<file path="config.mk">
export PLATFORM = sky130hd
export DESIGN_NAME = ram_port_arbiter_flat
export DESIGN_NICKNAME = d
export VERILOG_FILES = /design/src/rtl/ram_arb_pkg.sv /design/src/rtl/ram_port_arbiter_if.sv /design/src/rtl/ram_arb_rr_pick.sv /design/src/rtl/ram_port_arbiter.sv /design/src/flat_wrapper.sv
export SDC_FILE = /design/constraint.sdc
export NUM_CORES = 1
export LEC_CHECK = 0
export ABC_AREA = 1
export CORE_AREA = 2 2 102 104
export CTS_BUF_LIST = sky130_fd_sc_hd__clkbuf_16
export DETAILED_ROUTE_END_ITERATION = 6
export DIE_AREA = 0 0 104 106
export GPL_TIMING_DRIVEN = 0
export PLACE_DENSITY = 0.61
export SETUP_SLACK_MARGIN = 0.5
export SKIP_LAST_GASP = 1
export SLEW_MARGIN = 20
export SYNTH_ARGS = -nofsm -noshare
export SYNTH_HDL_FRONTEND = slang
export SYNTH_SLANG_ARGS = --single-unit
</file>
<file path="constraint.sdc">
create_clock -name clk_i -period 2.55 [get_ports clk_i]
set_input_delay 0.3825 -clock clk_i [delete_from_list [all_inputs] [get_ports clk_i]]
set_output_delay 0.3825 -clock clk_i [all_outputs]
set_load 0.1 [all_outputs]
</file>
<file path="src/rtl/ram_arb_pkg.sv">
// rtl/ram_arb_pkg.sv - shared constants and types for the RAM port arbiter
package ram_arb_pkg;

    localparam int unsigned NPORTS      = 2;
    localparam int unsigned RAM_AW      = 12;
    localparam int unsigned PORT_IFETCH = 0;
    localparam int unsigned PORT_DATA   = 1;

    localparam logic [31:0] DEFAULT_BASE_ADDR = 32'h8000_0000;

    // Response bookkeeping for the access issued in the previous cycle
    typedef struct packed {
        logic [NPORTS-1:0] owner;
        logic              err;
        logic              rd;
    } resp_t;

endpackage

</file>
<file path="src/rtl/ram_port_arbiter_if.sv">
// rtl/ram_port_arbiter_if.sv - requester-side bus of the two-port RAM arbiter
interface ram_port_arbiter_if;
    import ram_arb_pkg::*;

    logic [NPORTS-1:0]       req_i;
    logic [NPORTS-1:0]       we_i;
    logic [NPORTS-1:0][31:0] adr_i;
    logic [NPORTS-1:0][3:0]  be_i;
    logic [NPORTS-1:0][31:0] dat_i;
    logic [NPORTS-1:0]       gnt_o;
    logic [NPORTS-1:0]       rvalid_o;
    logic [NPORTS-1:0]       err_o;
    logic [31:0]             dat_o;

    modport master (
        output req_i, we_i, adr_i, be_i, dat_i,
        input  gnt_o, rvalid_o, err_o, dat_o
    );

    modport slave (
        input  req_i, we_i, adr_i, be_i, dat_i,
        output gnt_o, rvalid_o, err_o, dat_o
    );
endinterface

</file>
<file path="src/rtl/ram_arb_rr_pick.sv">
// rtl/ram_arb_rr_pick.sv - combinational two-way round-robin pick
module ram_arb_rr_pick
    import ram_arb_pkg::*;
(
    input  logic [NPORTS-1:0] req,
    input  logic              ptr,
    output logic [NPORTS-1:0] gnt
);

    // ptr names the port that wins when both are requesting
    always_comb begin
        gnt = '0;
        unique case (req)
            2'b01:   gnt = 2'b01;
            2'b10:   gnt = 2'b10;
            2'b11:   gnt = ptr ? 2'b10 : 2'b01;
            default: gnt = '0;
        endcase
    end

endmodule

</file>
<file path="src/rtl/ram_port_arbiter.sv">
// rtl/ram_port_arbiter.sv - round-robin arbiter of fetch and data ports onto one on-chip RAM
module ram_port_arbiter
    import ram_arb_pkg::*;
#(
    parameter logic [31:0] BASE_ADDR = DEFAULT_BASE_ADDR,
    parameter int unsigned RST_PRIO  = 1
) (
    input  logic              clk_i,
    input  logic              rst_ni,
    ram_port_arbiter_if.slave bus,
    output logic              ram_we_o,
    output logic [RAM_AW-1:0] ram_adr_o,
    output logic [3:0]        ram_be_o,
    output logic [31:0]       ram_dat_o,
    input  logic [31:0]       ram_dat_i
);

    logic              ptr;
    logic [NPORTS-1:0] pick;
    logic [NPORTS-1:0] gnt;
    logic              any_gnt;
    logic              sel;
    logic              in_range;
    resp_t             pend;

    ram_arb_rr_pick u_pick (
        .req (bus.req_i),
        .ptr (ptr),
        .gnt (pick)
    );

    // Grants are suppressed while reset is held so nothing reaches the RAM
    assign gnt       = rst_ni ? pick : '0;
    assign any_gnt   = |gnt;
    assign sel       = gnt[PORT_DATA];
    assign in_range  = bus.adr_i[sel][31:14] == BASE_ADDR[31:14];
    assign bus.gnt_o = gnt;

    always_comb begin
        ram_we_o  = 1'b0;
        ram_adr_o = '0;
        ram_be_o  = '0;
        ram_dat_o = '0;
        if (any_gnt) begin
            ram_we_o  = bus.we_i[sel] & in_range;
            ram_adr_o = bus.adr_i[sel][13:2];
            ram_be_o  = bus.be_i[sel];
            ram_dat_o = bus.dat_i[sel];
        end
    end

    always_ff @(posedge clk_i or negedge rst_ni) begin
        if (!rst_ni) begin
            ptr <= 1'(RST_PRIO);
        end else if (any_gnt) begin
            ptr <= ~sel;
        end
    end

    always_ff @(posedge clk_i or negedge rst_ni) begin
        if (!rst_ni) begin
            pend <= '0;
        end else begin
            pend.owner <= gnt;
            pend.err   <= any_gnt & ~in_range;
            pend.rd    <= any_gnt & in_range & ~bus.we_i[sel];
        end
    end

    assign bus.rvalid_o = pend.owner;
    assign bus.err_o    = pend.owner & {NPORTS{pend.err}};
    assign bus.dat_o    = pend.rd ? ram_dat_i : 32'h0;

endmodule

</file>
<file path="src/flat_wrapper.sv">
// flat-port wrapper written by rule: the top's interface ports become plain ports
module ram_port_arbiter_flat import ram_arb_pkg::*;
#(
    parameter logic [31:0] BASE_ADDR = DEFAULT_BASE_ADDR,
    parameter int unsigned RST_PRIO  = 1
)
  (clk_i, rst_ni, ram_we_o, ram_adr_o, ram_be_o, ram_dat_o, ram_dat_i, bus_req_i, bus_we_i, bus_adr_i, bus_be_i, bus_dat_i, bus_gnt_o, bus_rvalid_o, bus_err_o, bus_dat_o);
  ram_port_arbiter_if bus_i ();
  input  logic clk_i;
  input  logic rst_ni;
  output logic ram_we_o;
  output logic [RAM_AW-1:0] ram_adr_o;
  output logic [3:0] ram_be_o;
  output logic [31:0] ram_dat_o;
  input  logic [31:0] ram_dat_i;
  input wire logic [$bits(bus_i.req_i)-1:0] bus_req_i;
  input wire logic [$bits(bus_i.we_i)-1:0] bus_we_i;
  input wire logic [$bits(bus_i.adr_i)-1:0] bus_adr_i;
  input wire logic [$bits(bus_i.be_i)-1:0] bus_be_i;
  input wire logic [$bits(bus_i.dat_i)-1:0] bus_dat_i;
  output wire logic [$bits(bus_i.gnt_o)-1:0] bus_gnt_o;
  output wire logic [$bits(bus_i.rvalid_o)-1:0] bus_rvalid_o;
  output wire logic [$bits(bus_i.err_o)-1:0] bus_err_o;
  output wire logic [$bits(bus_i.dat_o)-1:0] bus_dat_o;
  assign bus_i.req_i = bus_req_i;
  assign bus_i.we_i = bus_we_i;
  assign bus_i.adr_i = bus_adr_i;
  assign bus_i.be_i = bus_be_i;
  assign bus_i.dat_i = bus_dat_i;
  assign bus_gnt_o = bus_i.gnt_o;
  assign bus_rvalid_o = bus_i.rvalid_o;
  assign bus_err_o = bus_i.err_o;
  assign bus_dat_o = bus_i.dat_o;
  ram_port_arbiter #(.BASE_ADDR(BASE_ADDR), .RST_PRIO(RST_PRIO)) u_core (.clk_i(clk_i), .rst_ni(rst_ni), .bus(bus_i), .ram_we_o(ram_we_o), .ram_adr_o(ram_adr_o), .ram_be_o(ram_be_o), .ram_dat_o(ram_dat_o), .ram_dat_i(ram_dat_i));
endmodule
</file>
# After elaboration in Yosys (flattened, before gate mapping)
# Index checks and enable logic that the tools add are counted.
dict set report totals {
  register_bits 5
  inputBits 174
  output_inout_bits 87
  wordCells 34
}
dict set report op_classes {
  n_bitwise 8
  n_reduce_logical 1
  muxes 16
  magnitude_cmp 1
  n_eq_ne 4
}
# op n
set ops {}
lappend ops {{two-way mux 32 bit} 6}
lappend ops {{== test 18 bit, second input constant} 1}
lappend ops {{two-way mux 12 bit} 1}
lappend ops {{two-way mux 4 bit} 3}
lappend ops {{case mux 2 bit (3 select lines)} 1}
lappend ops {{AND 1 bit} 4}
lappend ops {{== test 2 bit, second input constant} 2}
lappend ops {{two-way mux 2 bit} 2}
lappend ops {{two-way mux 1 bit} 3}
lappend ops {{inverter 1 bit} 3}
lappend ops {{AND 2 bit} 1}
lappend ops {{== test 2 x 1 -> 1 bit, second input constant} 1}
lappend ops {{less-than comparator 1 x 2 -> 1 bit, second input constant} 1}
lappend ops {{OR reduction 2 bit} 1}

# Logic depth before layout (Yosys ltp)
# Gate-level depths: netlist (run 1).
dict set report logic_depth {
  word_depth 8
  depth_mapped 8
  ltp_nobuf 8
}

# Hierarchy
# From an unflattened synthesis (run 1), not the netlist that was laid out.
dict set report hier_totals {
  cells_unflattened 294
  hier_area_um2 1335.0
}
# module cells_each area_per_inst_um2 seq_area_each_um2 n_inst
set modules_own_cells {}
lappend modules_own_cells {ram_port_arbiter 289 1315.0 126.4 1}
lappend modules_own_cells {ram_arb_rr_pick 5 20.0 0.0 1}

# Least setup slack after synthesis (run 1)
# Ideal clock, no wire load.
dict set report synth_timing {
  path_type {flip-flop to output port}
  startpoint {register u_core.ptr}
  endpoint {output port ram_we_o}
  path_stages_with_launch 9
  arrival_ps 2290
  slack_ps -123
  required_ps 2168
  path_buffers 0
  path_cell_list {dfstp_2 inv_1 nand2_1 nand2_1 nor2_1 nand3_1 nand2_1 nand2_1 nor2_1}
}
dict set report synth_between {
  elab_chain_cells 8
  word_cells_on_any_way 11
  cone_classes {eq/ne (1); mux (8); bitwise (1); reduce/logical (1)}
}
# element line
set synth_rtl {}
lappend synth_rtl {{start: declaration} ram_port_arbiter.sv:18} ;# logic ptr;
lappend synth_rtl {{start signal: assignment} ram_port_arbiter.sv:54} ;# ptr <= 1'(RST_PRIO);
lappend synth_rtl {{start signal: assignment} ram_port_arbiter.sv:56} ;# ptr <= ~sel;
lappend synth_rtl {{two-way mux 2 bit *} ram_arb_rr_pick.sv:16} ;# 2'b11: gnt = ptr ? 2'b10 : 2'b01;
lappend synth_rtl {{case mux 2 bit (3 select lines) *} ram_arb_rr_pick.sv:13} ;# unique case (req)
lappend synth_rtl {{two-way mux 2 bit *} ram_port_arbiter.sv:33} ;# assign gnt = rst_ni ? pick : '0;
lappend synth_rtl {{two-way mux 32 bit (not written as such)} ram_port_arbiter.sv:36} ;# assign in_range = bus.adr_i[sel][31:14] == BASE_ADDR[31:14];
lappend synth_rtl {{two-way mux 32 bit} -}
lappend synth_rtl {{== test 18 bit} ram_port_arbiter.sv:36}
lappend synth_rtl {{AND 1 bit} ram_port_arbiter.sv:45} ;# ram_we_o = bus.we_i[sel] & in_range;
lappend synth_rtl {{two-way mux 1 bit *} ram_port_arbiter.sv:44} ;# if (any_gnt) begin
lappend synth_rtl {{end: declaration} flat_wrapper.sv:11} ;# output logic ram_we_o;
# Every way passes the cells marked *; elsewhere a longest branch is shown, timed or not. The select of a mux whose other input is x is not followed.

# Worst setup path in the final report (run 1)
dict set report layout_timing {
  startpoint {register u_core.ptr}
  endpoint {output port ram_adr_o[4]}
}
dict set report layout_between {
  elab_chain_cells 6
  word_cells_on_any_way 7
  cone_classes {mux (6); reduce/logical (1)}
}
# element line
set layout_rtl {}
lappend layout_rtl {{two-way mux 2 bit *} ram_arb_rr_pick.sv:16}
lappend layout_rtl {{case mux 2 bit (3 select lines) *} ram_arb_rr_pick.sv:13}
lappend layout_rtl {{two-way mux 2 bit *} ram_port_arbiter.sv:33}
lappend layout_rtl {{two-way mux 32 bit} -}
lappend layout_rtl {{two-way mux 32 bit (not written as such)} ram_port_arbiter.sv:46} ;# ram_adr_o = bus.adr_i[sel][13:2];
lappend layout_rtl {{two-way mux 12 bit *} ram_port_arbiter.sv:44}
lappend layout_rtl {{end: declaration} flat_wrapper.sv:12} ;# output logic [RAM_AW-1:0] ram_adr_o;
# Marks and branches as above.

==> results of run 1 <==
## flip-flops by register name (all words and copies together) (netlist names)
register             cells
u_core.pend              2
u_core.bus.rvalid_o      2
u_core.ptr               1
## metal layers
layer  part of all wire  global-route usage
met1               0.34               0.152
met2               0.57               0.307
met3              0.074              0.0429
met4              0.016              0.0299
met5                  0                   0
## kinds of logic (layout without fill, tap and decap cells)
group	after synthesis	in the layout
DFF	5	5
AOI/OAI and AO/OA	52	52
and+or+nand+nor	81	81
buffers and inverters	56	325
## stage by stage
stage | cell area [um2] | hold WS [ns] | setup TNS (ns)
after floorplan | 1260 | 0.0869 | 0
after global placement | 4000 | 0.568 | -41.48
after detailed placement | 4000 | 0.596 | -41.97
after CTS | 4560 | 0.0765 | 0
after global routing | 4830 | 0.151 | 0
final | 4830 | 0.143 | 0
## cells in the final DEF, fill, tap and decap left out, drive strengths merged
cell type	n
a21oi	2
a22o	47
buf	88
clkbuf	20
clkdlybuf4s15	2
clkdlybuf4s50	165
dfrtp	4
dfstp	1
dlygate4sd2	6
dlygate4sd3	1
dlymetal6s2s	1
inv	42
nand2	51
nand3	3
nor2	24
o21ai	3
or2	3
## cell type report
class	count	share of cell area
plain buffers	15	0.0337
clock buffers	3	0.0155
clock inverters	1	0.000777
inverters	41	0.0318
multi-input cells	133	0.246
flip-flops and latches	5	0.0261
well taps	136	0.0352
repair buffers	265	0.611
## how the worst min path moves through the flow
stage	from	to	slack, ns
global route	rst_ni	u_core.ptr$_DFFE_PN1P_	0.15
CTS	rst_ni	u_core.bus.rvalid_o[0]$_DFF_PN0_	0.08
detailed placement	u_core.ptr$_DFFE_PN1P_	u_core.ptr$_DFFE_PN1P_	0.60
finish	rst_ni	u_core.ptr$_DFFE_PN1P_	0.14
global placement	u_core.ptr$_DFFE_PN1P_	u_core.ptr$_DFFE_PN1P_	0.57
floorplan	rst_ni	u_core.bus.rvalid_o[0]$_DFF_PN0_	0.09
## timing repair
action	in CTS	in global routing
pin swaps	7	14
setup endpoints to repair	87	81
hold buffers	0	1
buffers inserted	4	2
resized for setup	631	56
hold endpoints to repair	0	4
gates cloned	1	1
## power by group through the flow
stage,clock [mW],sequential (mW),combinational (mW)
5_1_grt,0.271,0.0948,1.37
3_3_place_gp,0,0.0935,1.07
2_1_floorplan,0,0.0927,0.658
4_1_cts,0.265,0.0936,1.27
3_5_place_dp,0,0.0935,1.07
6_report,0.257,0.0936,1.33
==> flow_summary_export.csv, run 1 <==
group,metric,value,unit
status,outcome,"finished clean",
layout,n_fill_cell,941,
global_route,grt_usage,0.151,
global_route,grt_pass1_wl,13300,um
critical_path,r2r_cells,8,
synthesis,synthDominantCellAreaShare,0.360,
power,power_density,347,nW/um2
timing,setup_viol,0,
clock_network,tritoncts.num_buffers,3,
floorplan,area_of_the_die,11000,um2
placed_design,dp.cells,586,
critical_path,critical_path.startpoint_type,"flop",
global_route,first_global_vias,2618,
synthesis,synth-seq-cells,5,
critical_path,rr_startpoint,"u_core.ptr$_DFFE_PN1P_",
synthesis,yosys_warnings,0,
synthesis,synth_xor_xnor_area_share,0,
synthesis,adder_and_majority_cell_fraction_of_the_synthesized_area,0,
critical_path,path_depth,6,
routing,drcViolationCount,0,
clock_network,tritoncts,"yes",
timing,tightestPinTransition,0.968,ns
power,switching_share,0.468,
timing,worst_slack,0.476,ns
placed_design,finalWeightedCongestion,0.767,
clock_network,max-clock-path-buffers,2,
synthesis,ys_dominant_reg_cell,"sky130_fd_sc_hd__dfrtp_1",
layout,drive_gt1_frac,0.367,
synthesis,netlist_instances,194,
power,power.share.sequential,0.056,
layout,synthToLayoutAreaGrowth,323,%
critical_path,crit_path_end_kind,"primary output",
min_path,timing.hold.worst.class,"input pin to asynchronous set/reset pin",
synthesis,dominant_cells_by_area_after_synthesis,"sky130_fd_sc_hd__a22o_1, sky130_fd_sc_hd__nand2_1, sky130_fd_sc_hd__inv_1",
placed_design,io_buffers,256,
placed_design,worst_setup_timing_slack_at_the_placement_stage,-0.976,ns
power,clkPwrFrac,0.153,
routing,detailedRoute.firstIterationViolations,67,
synthesis,yosys-mux-area-fraction,0,
clock_network,htree_num_levels,1,
synthesis,syn_area_per_cell,5.89,um2
timing,report.final.slew_viol_count,0,
synthesis,yosysMostFrequentCell,"sky130_fd_sc_hd__nand2_1",
synthesis,synthSimpleGateAreaFrac,0.280,
clock_network,clock-sinks,5,
clock_network,root_buffer,"sky130_fd_sc_hd__clkbuf_16",
synthesis,synthesis.nets,368,
floorplan,floorplan.core_area,10000,um2
critical_path,cp_cell_sequence,"inv_2 > a21oi_4 > buf_12 > buf_8 > a22o_1 > buf_12",
routing,total_via_count_in_the_routed_design,2386,
critical_path,worstPathArrival,1.69,ns
critical_path,delay_of_the_slowest_critical_path_stage,0.53,ns
layout,regArea,126,um2
critical_path,worstPathRequired,2.17,ns
routing,drt_pass1_iterations,4,
layout,instances_no_fill,599,
routing,via_per_inst,3.98,
critical_path,criticalPathCategory,"flop to primary output",
power,share_comb_of_total_power,0.791,
routing,drt_wl_total,9100,um
critical_path,r2r-end,"u_core.pend[0]$_DFF_PN0_",
critical_path,critPathTopFamily,"flip-flops",
layout,layout.core_utilization,0.483,
synthesis,synthDominantAreaCellType,"sky130_fd_sc_hd__a22o_1",
timing,worst_slew_margin_rel,0.357,
floorplan,fp-row-count,37,
timing,finClkSkew,0.000739,ns
layout,antenna_cells_inserted,0,
timing,achievable-frequency,0.482,GHz
layout,multiInputGateArea,1190,um2
critical_path,cp.buffers_inverters,4,
critical_path,rrSetupSlack,1.18,ns
timing,timing.final.crit_share,0.813,
routing,routed_wire_length_per_instance,15.2,um
synthesis,netlist_area,1140,um2
global_route,number_of_antenna_violations_at_the_first_check_in_global_routing,0,
clock_network,worst_skew_pair.late_latency,0.23,ns
synthesis,combinational_family_with_the_most_area_after_synthesis,"compound AO/OA/AOI/OAI gates",
layout,nNetsFinal,638,
critical_path,cp_slowest_cell,"sky130_fd_sc_hd__dfstp_2",
power,total_leakage_power,2.43,nW
floorplan,design.portCount,261,
synthesis,synthDistinctLibCells,18,
run,cap_violations,0,
critical_path,critPathMostFrequentCell,"sky130_fd_sc_hd__buf_12",
power,intPower,892,uW
synthesis,complex_gate_fraction_of_the_synthesized_area,0.392,
critical_path,timing.critical_path.from,"u_core.ptr$_DFFE_PN1P_",
timing,final_period_minus_worst_setup_slack,2.07,ns
routing,detail-route-antenna-nets,0,
synthesis,synth-edff-count,0,
timing,hold_viol,0,
global_route,pin_count_of_the_biggest_net_entering_global_routing,12,
floorplan,fp.dieW,104,um
placed_design,dpl.hpwl,7230,um
clock_network,clkTransAtPathRegs,0.03,ns
floorplan,start_util,0.114,
synthesis,synth-seq-area-share,0.111,
synthesis,synth-async-reset-ratio,1.00,
critical_path,worst-path-max-fanout,5,
floorplan,chipHeight,106,um
power,vdd_ir_drop_max,0.206,mV
critical_path,timing.critical_path.to,"ram_adr_o[4]",
global_route,grt.overflow.total,0,
timing,rsz0062_at_grt,"true",
power,netSwitchingPower,785,uW
synthesis,netlist_top_cells_count,"sky130_fd_sc_hd__nand2_1, sky130_fd_sc_hd__a22o_1, sky130_fd_sc_hd__inv_1",
power,totalPowerFinal,1.68,mW
No activity file was read; power rests on OpenSTA's default activity.
==> inputs of run 2 (changes only) <==
- PLACE_DENSITY: 0.61 -> 0.63
- clock period: 2.55 -> 1.8 ns (I/O delays scaled with it)
==> flow_summary_export.csv, run 2 (synthesis results as in run 1) <==
group,metric,value,unit
status,outcome,"complete, but fails checks",
status,violations_in_the_final_reports,"setup timing",
timing,finClkSkew,0.00312,ns
critical_path,r2r-end,"u_core.pend[1]$_DFF_PN0_",
layout,final_cell_mix,"sky130_fd_sc_hd__clkdlybuf4s50_1, sky130_fd_sc_hd__buf_12, sky130_fd_sc_hd__a22o_4",
critical_path,critical_path.startpoint_type,"flop",
global_route,grt.overflow.total,0,
clock_network,tritoncts.num_buffers,3,
placed_design,dpl.hpwl,7030,um
layout,layout.core_utilization,0.594,
routing,total_via_count_in_the_routed_design,2525,
global_route,number_of_antenna_violations_at_the_first_check_in_global_routing,1,
routing,routed_wire_length_per_instance,14.8,um
placed_design,worst_setup_timing_slack_at_the_placement_stage,-1.54,ns
global_route,pin_count_of_the_biggest_net_entering_global_routing,12,
critical_path,r2r_cells,9,
timing,final_period_minus_worst_setup_slack,1.95,ns
run,cap_violations,0,
timing,hold_viol,0,
routing,via_per_inst,4.05,
clock_network,root_buffer,"sky130_fd_sc_hd__clkbuf_16",
critical_path,worstPathRequired,1.53,ns
floorplan,start_util,0.114,
layout,nNetsFinal,662,
critical_path,worstPathArrival,1.68,ns
placed_design,finalWeightedCongestion,0.748,
routing,detailedRoute.firstIterationViolations,44,
global_route,first_global_vias,2640,
timing,report.final.slew_viol_count,0,
routing,detail-route-antenna-nets,0,
power,power_density,414,nW/um2
critical_path,crit_path_end_kind,"primary output",
power,total_leakage_power,2.65,nW
floorplan,floorplan.core_area,10000,um2
global_route,grt_pass1_wl,13200,um
global_route,grt_usage,0.148,
layout,n_fill_cell,870,
power,vdd_ir_drop_max,0.291,mV
timing,tightestPinTransition,0.277,ns
floorplan,chipHeight,106,um
critical_path,worst-path-max-fanout,6,
routing,drcViolationCount,0,
clock_network,clkTransAtPathRegs,0.03,ns
clock_network,max-clock-path-buffers,2,
layout,multiInputGateArea,1390,um2
floorplan,fp.dieW,104,um
placed_design,io_buffers,256,
timing,setup_viol,49,
clock_network,htree_num_levels,1,
critical_path,criticalPathCategory,"flop to primary output",
timing,worst_slew_margin_rel,0.814,
critical_path,rr_startpoint,"u_core.ptr$_DFFE_PN1P_",
min_path,timing.hold.worst.class,"input pin to asynchronous set/reset pin",
layout,layout_commonest_cell,"sky130_fd_sc_hd__clkdlybuf4s50_1",
routing,drt_pass1_iterations,3,
layout,drive_gt1_frac,0.548,
timing,timing.final.crit_share,1.09,
clock_network,worst_skew_pair.late_latency,0.23,ns
clock_network,tritoncts,"yes",
layout,regArea,128,um2
timing,rsz0062_at_grt,"true",
critical_path,rrSetupSlack,0.31,ns
floorplan,area_of_the_die,11000,um2
layout,synthToLayoutAreaGrowth,419,%
floorplan,fp-row-count,37,
routing,drt_wl_total,9200,um
floorplan,design.portCount,261,
timing,worst_slack,-0.153,ns
timing,achievable-frequency,0.512,GHz
clock_network,clock-sinks,5,
==> run 2: cell count changes in the layout (fill, tap and decap cells not counted), sizes merged, moves of 3 or more <==
| cell | change |
|---|---|
| buf | +41 |
| clkinvlp | +30 |
| inv | -30 |
| clkbuf | -13 |
| dlygate4sd2 | -3 |
==> run 2: layout make-up <==
cell class,instances,area share
timing repair buffer,289,0.620
antenna,1,0.000421
multi-input combinational,133,0.234
clock inverter,1,0.000632
sequential,5,0.0215
inverter,41,0.0453
buffer,15,0.0373
tap,136,0.0286
clock buffer,3,0.0126
==> run 2: what timing repair did <==
| action | CTS | global route |
|---|---|---|
| endpoints found under the setup margin | 91 | 86 |
| pin swaps | 6 | 1 |
| endpoints found under the hold margin | 4 | 0 |
| gates resized for setup | 768 | 33 |
| buffers inserted | 15 | 13 |
| hold buffers | 1 | 0 |
| cloned | 3 | 1 |
==> run 2: power by group <==
group	total [mW]	internal [mW]	leakage, nW	switching (mW)
combinational	1.96	0.911	2.54	1.05
clock	0.359	0.288	0.0423	0.0718
sequential	0.133	0.127	0.0616	0.00675
==> run 2: worst max-delay path by stage <==
stage,from,to,depth (start not counted)
after floorplan,u_core.ptr$_DFFE_PN1P_,ram_we_o,5
after global placement,rst_ni,ram_dat_o[2],6
after detailed placement,rst_ni,ram_dat_o[2],6
after CTS,u_core.ptr$_DFFE_PN1P_,ram_we_o,10
after global routing,u_core.ptr$_DFFE_PN1P_,ram_we_o,10
final,u_core.ptr$_DFFE_PN1P_,ram_dat_o[19],7
==> run 2: metrics by stage <==
step | total power, mW | instance area (um2) | hold WS, ns | std cells | TNS, ns
after floorplan | 1.13 | 1870 | -0.0256 | 194 | 0
after global placement | 1.74 | 4610 | 0.524 | 586 | -86.51
after detailed placement | 1.75 | 4610 | 0.546 | 586 | -88.26
after CTS | 2.44 | 5630 | 0.134 | 609 | -5.54
after global routing | 2.54 | 5940 | 0.140 | 624 | -7.85
final | 2.46 | 5940 | 0.132 | 624 | -5.22
==> run 2: metal layers <==
layer	track usage	up-vias	wire length, um
li1	-	1225	-
met1	0.139	1142	2990
met2	0.310	144	5260
met3	0.0429	14	784
met4	0.0347	0	176
met5	0	-	0
==> run 2: critical path, stage by stage (launching register included) <==
cell,delay (ns)
sky130_fd_sc_hd__dfstp_2,0.53
sky130_fd_sc_hd__nand2_1,0.06
sky130_fd_sc_hd__nand3_2,0.09
sky130_fd_sc_hd__inv_4,0.07
sky130_fd_sc_hd__buf_8,0.14
sky130_fd_sc_hd__clkbuf_16,0.15
sky130_fd_sc_hd__a22o_4,0.24
sky130_fd_sc_hd__buf_12,0.17
